--- config.mk ---
export PLATFORM = sky130hd
export DESIGN_NAME = pipe_hazard_ctrl
export DESIGN_NICKNAME = d
export VERILOG_FILES = /design/src/rtl/pipe_hazard_ctrl.sv
export SDC_FILE = /design/constraint.sdc
export NUM_CORES = 1
export LEC_CHECK = 0
export BUFFER_PORTS_ARGS = -buffer_cell sky130_fd_sc_hd__buf_2
export CAP_MARGIN = 25
export CORE_ASPECT_RATIO = 0.9
export CORE_MARGIN = 3
export CORE_UTILIZATION = 26
export DETAILED_ROUTE_END_ITERATION = 8
export GPL_TIMING_DRIVEN = 0
export PLACE_DENSITY = 0.55
export SLEW_MARGIN = 5
export SYNTH_ARGS = -nofsm -noshare
export SYNTH_HDL_FRONTEND = slang
export SYNTH_SLANG_ARGS = --single-unit
--- constraint.sdc ---
create_clock -name clk -period 5.7 [get_ports clk]
set_input_delay 0.285 -clock clk [delete_from_list [all_inputs] [get_ports clk]]
set_output_delay 0.285 -clock clk [all_outputs]
set_load 0.01 [all_outputs]
--- src/rtl/pipe_hazard_ctrl.sv ---
// pipe_hazard_ctrl
// ----------------
// Central stall/flush controller for the 5-stage pipeline. It drives the
// enable and active-low clear of every pipeline register plus the PC enable.
// It resolves load-use hazards, taken-branch flushes and multi-cycle
// data-memory waits. It also keeps saturating stall/flush counters and a
// sticky memory-wait watchdog.
//
// Handshake note: there is no valid/ready pair here. Mem_Req/Mem_Ready
// behave as a request/complete pair. A cycle with Mem_Req=1 and Mem_Ready=0
// is a wait cycle. A cycle with Mem_Req=1 and Mem_Ready=1 completes the
// access and lets the pipeline advance.
//
// Ports:
//   clk, clr            clock, synchronous active-high reset
//   Ex_Mem2reg, Ex_Rd   load-in-EX flag and its destination register
//   Id_Rs, Id_Rt        ID source registers
//   Id_UsesRt           ID instruction reads Rt
//   Ex_Branch_Taken     branch resolved taken in EX
//   Mem_Req, Mem_Ready  data-memory request / completion
//   Pc_en, *_en, *_clr_n  pipeline control (combinational)
//   Stall_Cnt, Flush_Cnt  saturating performance counters
//   Mem_Timeout         sticky watchdog flag
//   dbg_state           current FSM state (0 = RUN, 1 = MWAIT)

module pipe_hazard_ctrl #(
   parameter int MEM_TIMEOUT = 64,
   parameter int CNT_W       = 16
) (
   input  logic             clk,
   input  logic             clr,
   input  logic             Ex_Mem2reg,
   input  logic [4:0]       Ex_Rd,
   input  logic [4:0]       Id_Rs,
   input  logic [4:0]       Id_Rt,
   input  logic             Id_UsesRt,
   input  logic             Ex_Branch_Taken,
   input  logic             Mem_Req,
   input  logic             Mem_Ready,
   output logic             Pc_en,
   output logic             IfId_en,
   output logic             IfId_clr_n,
   output logic             IdEx_en,
   output logic             IdEx_clr_n,
   output logic             ExMem_en,
   output logic             ExMem_clr_n,
   output logic             MemWb_en,
   output logic             MemWb_clr_n,
   output logic [CNT_W-1:0] Stall_Cnt,
   output logic [CNT_W-1:0] Flush_Cnt,
   output logic             Mem_Timeout,
   output logic             dbg_state
);

   typedef enum logic {
      RUN   = 1'b0,
      MWAIT = 1'b1
   } state_t;

   localparam int               WAIT_W   = 16;
   localparam logic [WAIT_W-1:0] WAIT_MAX = WAIT_W'(MEM_TIMEOUT);
   localparam logic [CNT_W-1:0]  CNT_MAX  = {CNT_W{1'b1}};

   state_t             state_q, state_d;
   logic [WAIT_W-1:0]  wait_cnt_q, wait_cnt_d;
   logic [CNT_W-1:0]   stall_cnt_q, stall_cnt_d;
   logic [CNT_W-1:0]   flush_cnt_q, flush_cnt_d;
   logic               timeout_q, timeout_d;

   logic               mem_wait;
   logic               load_use;

   // Hazard decode. Register 0 is hard-wired zero, so it never creates a
   // real dependence.
   assign mem_wait = Mem_Req & ~Mem_Ready;
   assign load_use = Ex_Mem2reg && (Ex_Rd != 5'd0) &&
                     ((Ex_Rd == Id_Rs) || (Id_UsesRt && (Ex_Rd == Id_Rt)));

   // State register
   always_ff @(posedge clk) begin
      state_q     <= state_d;
      wait_cnt_q  <= wait_cnt_d;
      stall_cnt_q <= stall_cnt_d;
      flush_cnt_q <= flush_cnt_d;
      timeout_q   <= timeout_d;
   end

   // Next-state logic. The priority order is clr, memory wait, branch,
   // load-use. The MWAIT state needs no special exit handling: the cycle
   // that ends a wait is decoded like any RUN cycle.
   always_comb begin
      state_d     = state_q;
      wait_cnt_d  = wait_cnt_q;
      stall_cnt_d = stall_cnt_q;
      flush_cnt_d = flush_cnt_q;
      timeout_d   = timeout_q;
      if (clr) begin
         state_d     = RUN;
         wait_cnt_d  = '0;
         stall_cnt_d = '0;
         flush_cnt_d = '0;
         timeout_d   = 1'b0;
      end else if (mem_wait) begin
         state_d = MWAIT;
         if (wait_cnt_q != WAIT_MAX)
            wait_cnt_d = wait_cnt_q + WAIT_W'(1);
         if (stall_cnt_q != CNT_MAX)
            stall_cnt_d = stall_cnt_q + CNT_W'(1);
         // Sticky: once set, the flag is only cleared by clr.
         if (wait_cnt_d == WAIT_MAX)
            timeout_d = 1'b1;
      end else begin
         state_d    = RUN;
         wait_cnt_d = '0;
         if (Ex_Branch_Taken) begin
            if (flush_cnt_q != CNT_MAX)
               flush_cnt_d = flush_cnt_q + CNT_W'(1);
         end else if (load_use) begin
            if (stall_cnt_q != CNT_MAX)
               stall_cnt_d = stall_cnt_q + CNT_W'(1);
         end
      end
   end

   // Output logic. Pipeline registers let en=0 override clr_n=0, so every
   // frozen register is given clr_n=1 to keep the intent unambiguous.
   always_comb begin
      Pc_en       = 1'b1;
      IfId_en     = 1'b1;
      IfId_clr_n  = 1'b1;
      IdEx_en     = 1'b1;
      IdEx_clr_n  = 1'b1;
      ExMem_en    = 1'b1;
      ExMem_clr_n = 1'b1;
      MemWb_en    = 1'b1;
      MemWb_clr_n = 1'b1;
      if (clr) begin
         IfId_clr_n  = 1'b0;
         IdEx_clr_n  = 1'b0;
         ExMem_clr_n = 1'b0;
         MemWb_clr_n = 1'b0;
      end else if (mem_wait) begin
         // Freeze everything up to MEM. A bubble goes into WB so the
         // instruction in MEM is not written back twice.
         Pc_en       = 1'b0;
         IfId_en     = 1'b0;
         IdEx_en     = 1'b0;
         ExMem_en    = 1'b0;
         MemWb_clr_n = 1'b0;
      end else if (Ex_Branch_Taken) begin
         // Squash the two wrong-path instructions. The PC loads the target.
         IfId_clr_n = 1'b0;
         IdEx_clr_n = 1'b0;
      end else if (load_use) begin
         // Hold IF/ID for one cycle and inject a bubble into EX.
         Pc_en      = 1'b0;
         IfId_en    = 1'b0;
         IdEx_clr_n = 1'b0;
      end
   end

   assign Stall_Cnt   = stall_cnt_q;
   assign Flush_Cnt   = flush_cnt_q;
   assign Mem_Timeout = timeout_q;
   assign dbg_state   = state_q;

endmodule

Word level (Yosys, flattened, before mapping)
Index checks and enable logic that the tools add are counted.
Word-level totals
  bits in registers: 50
  output and inout port bits: 43
  logic and storage cells: 50
Cells by class
  add/subtract/negate cells: 3
  equality and inequality tests: 7
  multiplexer cells: 22
  bitwise logic cells: 3
  reduce and logical (&&, ||, !) cells: 10
Operators with widths (count)
  16-bit 2-to-1 mux: 7
  16-bit by 1-bit adder with 16-bit output, second input constant: 3
  16-bit != test, second input constant: 2
  16-bit by 7-bit == test with 1-bit output, second input constant: 1
  16-bit by 7-bit != test with 1-bit output, second input constant: 1
  1-bit 2-to-1 mux: 15
  5-bit == test: 2
  5-bit nonzero test: 1
  2-bit AND reduction: 2
  1-bit logical AND: 3
  3-bit AND reduction: 1
  2-bit by 1-bit != test with 1-bit output, second input constant: 1
  1-bit inverter: 2
  2-bit nonzero test: 1
  2-bit OR reduction: 1
  1-bit AND: 1
  1-bit logical OR: 1

Logic depth before layout (Yosys ltp)
  word-level depth: 8
  gate-level depth with buffers: 10
  depth with buffers taken out: 8

Least setup slack after synthesis
Ideal clock, no wire load.
  path kind: register -> register
  from: register stall_cnt_q[0] (netlist: Stall_Cnt[0])
  to: register stall_cnt_q[15] (netlist: Stall_Cnt[15])
  arrival: 2.186 ns
  slack: 3.443 ns
  cell stages (with the launch flop): 9
  period minus slack after synthesis: 2.257 ns
  cell sequence: dfxtp_1 > ha_1 > and4_4 > and4_4 > or3_1 > o21ba_1 > buf_6 > or4_1 > a21oi_1
Between the ends
  cells in the longest elaborated chain, start to end: 5
Ends and longest elaborated chain
  from (decl): RTL line 66  | logic [CNT_W-1:0] stall_cnt_q, stall_cnt_d;
  from (signal assigned): RTL line 83  | stall_cnt_q <= stall_cnt_d;
  16-bit by 1-bit adder with 16-bit output / 16-bit != test (equally long branches)
  16-bit 2-to-1 mux (*): RTL line 107, 119
  16-bit 2-to-1 mux: RTL line 118  | end else if (load_use) begin
  16-bit 2-to-1 mux: RTL line 115  | if (Ex_Branch_Taken) begin
  16-bit 2-to-1 mux (*): RTL line 103  | end else if (mem_wait) begin
Mark *: on every way between the ends. The rest lies on a longest branch, timed or not. The select of a mux whose other input is x is not followed.
A chain may end at the register's enable or synchronous reset.

Worst setup path after layout
  from: register wait_cnt_q[0]
  to: register timeout_q (netlist: Mem_Timeout)
Between the ends
  cells in the longest elaborated chain, start to end: 6
Ends and longest elaborated chain
  from (decl): RTL line 65  | logic [WAIT_W-1:0] wait_cnt_q, wait_cnt_d;
  from (signal assigned): RTL line 82  | wait_cnt_q <= wait_cnt_d;
  16-bit by 1-bit adder with 16-bit output / 16-bit by 7-bit != test with 1-bit output (equally long branches): RTL line 106, 105
  16-bit 2-to-1 mux (*): RTL line 105  | if (wait_cnt_q != WAIT_MAX)
  16-bit 2-to-1 mux (*): RTL line 103
  16-bit 2-to-1 mux (*): RTL line 97  | if (clr) begin
  16-bit by 7-bit == test with 1-bit output (*): RTL line 110  | if (wait_cnt_d == WAIT_MAX)
  2-bit AND reduction (no source line) (*)
  to (signal assigned): RTL line 85  | timeout_q <= timeout_d;
  to (decl): RTL line 68  | logic timeout_q, timeout_d;
Marks and branches as above.

==> run summary <==
Share of cells above drive strength 1 -> 21.71%
Number of cell rows -> 34
Reg-to-reg startpoint -> wait_cnt_q[0]
Max Buffers Root-to-Sink -> 2
Post-CTS setup buffers -> 0
Detail Placement HPWL -> 4977 µm
Clk pin slew, worst setup/hold paths -> 0.07 ns
GP Congestion -> 0.8066
Hold path cells -> 3
Die footprint -> 11,540 µm²
Initial antenna violation count -> 0
DR pass1 iterations -> 4
Maximum clock rate -> 393.9 MHz
GRT overflow -> 0
Synth Register Bits -> 50
Required time of the worst setup path -> 5.94 ns
Final WL -> 6613 µm
RSZ-0062 raised after global routing -> no
EDFF count, synth -> 0
Synth async-reset ratio -> 0%
Tcrit/Tclk final -> 44.54%
Crit path cell chain -> ha_1 > nand3_1 > nor4_1 > xnor2_1 > nand4_1 > a2111oi_0 > a22o_1
Crit end category -> flop
Setup violations, final -> 0
IO Port Bufs -> 62
Reg2Reg Depth -> 7
Syn Std Cell Area -> 2675 µm²
Critical Path AT -> 2.78 ns
CTS root buf -> clkbuf_16
Vias -> 2,462
Die Y -> 102.2 µm
Type of origin of the critical path -> flop
Pin count of the biggest net entering global routing -> 17
R2R Setup Slk -> 3.16 ns
Clk sink count -> 50
Leakage -> 1.271 nW
Area of the core -> 9827 µm²
Main synth FF type -> dfxtp_1
Crit path from -> wait_cnt_q[0]
CP delay by family, top -> compound AO/OA/AOI/OAI gates
Antenna Nets Post-Route -> 0
Post_cts resized -> 0
R2r endpoint -> Mem_Timeout
Syn_nets -> 343
Status -> finished, final reports clean
Num CTS Buffers -> 5
Worst min path class -> input port to flop
Critical Path Slowest Stage Cell -> a2111oi_0
Setup_tns -> 0 ns
Fin. Hold Viols -> 0
Clk_lat worst skew -> 0.30 ns
Routed wire per std cell -> 12.89 µm
Diode count -> 0
Max FO, Critical Path -> 7
Cts-stage hold buffer count -> 0
Logic depth of the worst path, buffers included -> 7
DRC Markers -> 0
Detailed router's first-iteration violation count -> 99
GRT Util Overall -> 11.40%
WS Path Type -> flop to flop
Post-synth top area cell -> dfxtp_1
Top cells by area, synth -> dfxtp_1 (37%), xor2_1 (10%), nor2_1 (6.0%), xnor2_1 (3.9%), nand3_1 (3.4%)
Yosys Warn Count -> 0
Vias in the first global route -> 2,233
Buf/Inv on CP -> 0
Fillers -> 1,057
Synth Instances -> 317
Core Util, Final -> 33.47%
CTS H-tree lvls -> 2
Layout Skew -> 0.006267 ns
First-pass GRT wire length -> 10,760 µm
Pins Over Slew Limit -> 0
Worst VDD drop -> 0.0001317 V
Minimum clock period -> 2.539 ns
Syn_area_per_cell -> 8.439 µm²
Die width -> 112.9 µm
Area grow syn2layout -> 22.97%
Max-cap violations -> 0
Relative slew slack -> 58.52%
Io pins -> 65
CTS tree -> built
# nets final -> 412
CP Capture Point -> Mem_Timeout
CP peak stage delay -> 0.57 ns
Top cell type's share of synthesized area -> 37.42%
Worst-Margin Slew -> 0.6066 ns
Via density -> 4.799
Initial Utilization -> 27.22%
Register area share after synthesis -> 37.42%
Pwr per Cell Area -> 216.6 nW/µm²
Post-synth cell types -> 48
==> layout by cell type, fill, tap and decap left out, drive strengths merged, types with 3 or more instances in the layout <==
| master | instances |
|---|---|
| buf | 70 |
| dfxtp | 50 |
| nor2 | 43 |
| xor2 | 32 |
| nand3 | 18 |
| a21oi | 17 |
| nand2 | 16 |
| clkbuf | 14 |
| xnor2 | 12 |
| nand4 | 12 |
| or3 | 11 |
| o21ai | 11 |
| and3 | 10 |
| inv | 8 |
| and4 | 8 |
| o31ai | 5 |
| nor4 | 5 |
| nor3 | 4 |
| or4 | 4 |
| ha | 4 |
| nor2b | 3 |
| clkinv | 3 |
| a2111oi | 3 |
==> sequential cells by signal, summed over array words and instances, names as in the netlist <==
register	cells
Mem_Timeout	1
Stall_Cnt	16
dbg_state	1
Flush_Cnt	16
wait_cnt_q	16
==> power breakdown <==
| part | switching [mW] | internal, mW |
|---|---|---|
| clock | 0.138 | 0.163 |
| sequential | 0.00444 | 0.352 |
| combinational | 0.0315 | 0.0233 |
==> cell type report <==
| class | count | area, µm² | area share, % |
|---|---|---|---|
| Multi-Input combinational cell | 241 | 1546 | 47.01 |
| Tap cell | 126 | 157.7 | 4.793 |
| Buffer | 17 | 93.84 | 2.853 |
| Clock buffer | 5 | 125.1 | 3.804 |
| Sequential cell | 50 | 1001 | 30.43 |
| Clock inverter | 3 | 21.27 | 0.6466 |
| Inverter | 9 | 33.78 | 1.027 |
| Timing Repair Buffer | 62 | 310.3 | 9.433 |
==> cells by family after synthesis <==
family          count (synthesis)  share of synthesized area, %
xor+xnor                       44                         14.41
other cells                     1                        0.1402
mux                             2                        0.7484
fa+ha+maj                       4                         1.871
compound gates                 50                         12.82
buf+inv                        26                         4.771
simple gates                  140                         27.83
flops                          50                         37.42
==> tightest hold or removal path, cell delays in order <==
cell and delay, ns:
buf_2 0.10, nand2b_1 0.19, nor2_1 0.11
==> how the worst min path moves through the flow <==
stage	slack (ns)	end	startpoint
global route	0.52	Mem_Timeout	Mem_Timeout
global placement	0.47	Mem_Timeout	Mem_Timeout
floorplan	0.50	Stall_Cnt[7]	Stall_Cnt[7]
CTS	0.46	dbg_state	Mem_Req
detailed placement	0.47	Mem_Timeout	Mem_Timeout
finish	0.46	dbg_state	Mem_Req
==> synth_stat cells (all sizes together) (2+ instances only) <==
| master | n |
|---|---|
| nor2 | 43 |
| nand2 | 16 |
| nor4 | 5 |
| nor4b | 2 |
| o41ai | 2 |
| xnor2 | 12 |
| or4 | 4 |
| inv | 8 |
| nor2b | 3 |
| or3 | 11 |
| a2111oi | 3 |
| a31oi | 2 |
| o21ai | 11 |
| nand3 | 18 |
| xor2 | 32 |
| and4 | 8 |
| mux2i | 2 |
| o31ai | 5 |
| and3 | 10 |
| dfxtp | 50 |
| clkbuf | 9 |
| a21oi | 17 |
| nand4 | 12 |
| nor3 | 4 |
| ha | 4 |
| buf | 8 |
| or2 | 2 |
==> stage by stage <==
stage	setup WS (ns)	cell area, µm²	cells	total power, mW	hold slack (ns)
after global placement	3.119	3143	505	0.4198	0.4725
after floorplan	3.443	2675	317	0.3962	0.5040
after global routing	2.897	3289	513	0.7478	0.5192
final	3.161	3289	513	0.7125	0.4628
after detailed placement	3.153	3143	505	0.4205	0.4719
after CTS	3.104	3289	513	0.7261	0.4627
==> per-layer routing <==
layer	GRT usage (%)	vias to the layer above	part of all wire, %
li1	-	1270	-
met1	15.22	1140	49
met2	17.85	43	44
met3	3.434	9	5.0
met4	3.512	0	1.1
met5	0	-	0
Note: power is estimated with default switching activity, not from simulation.
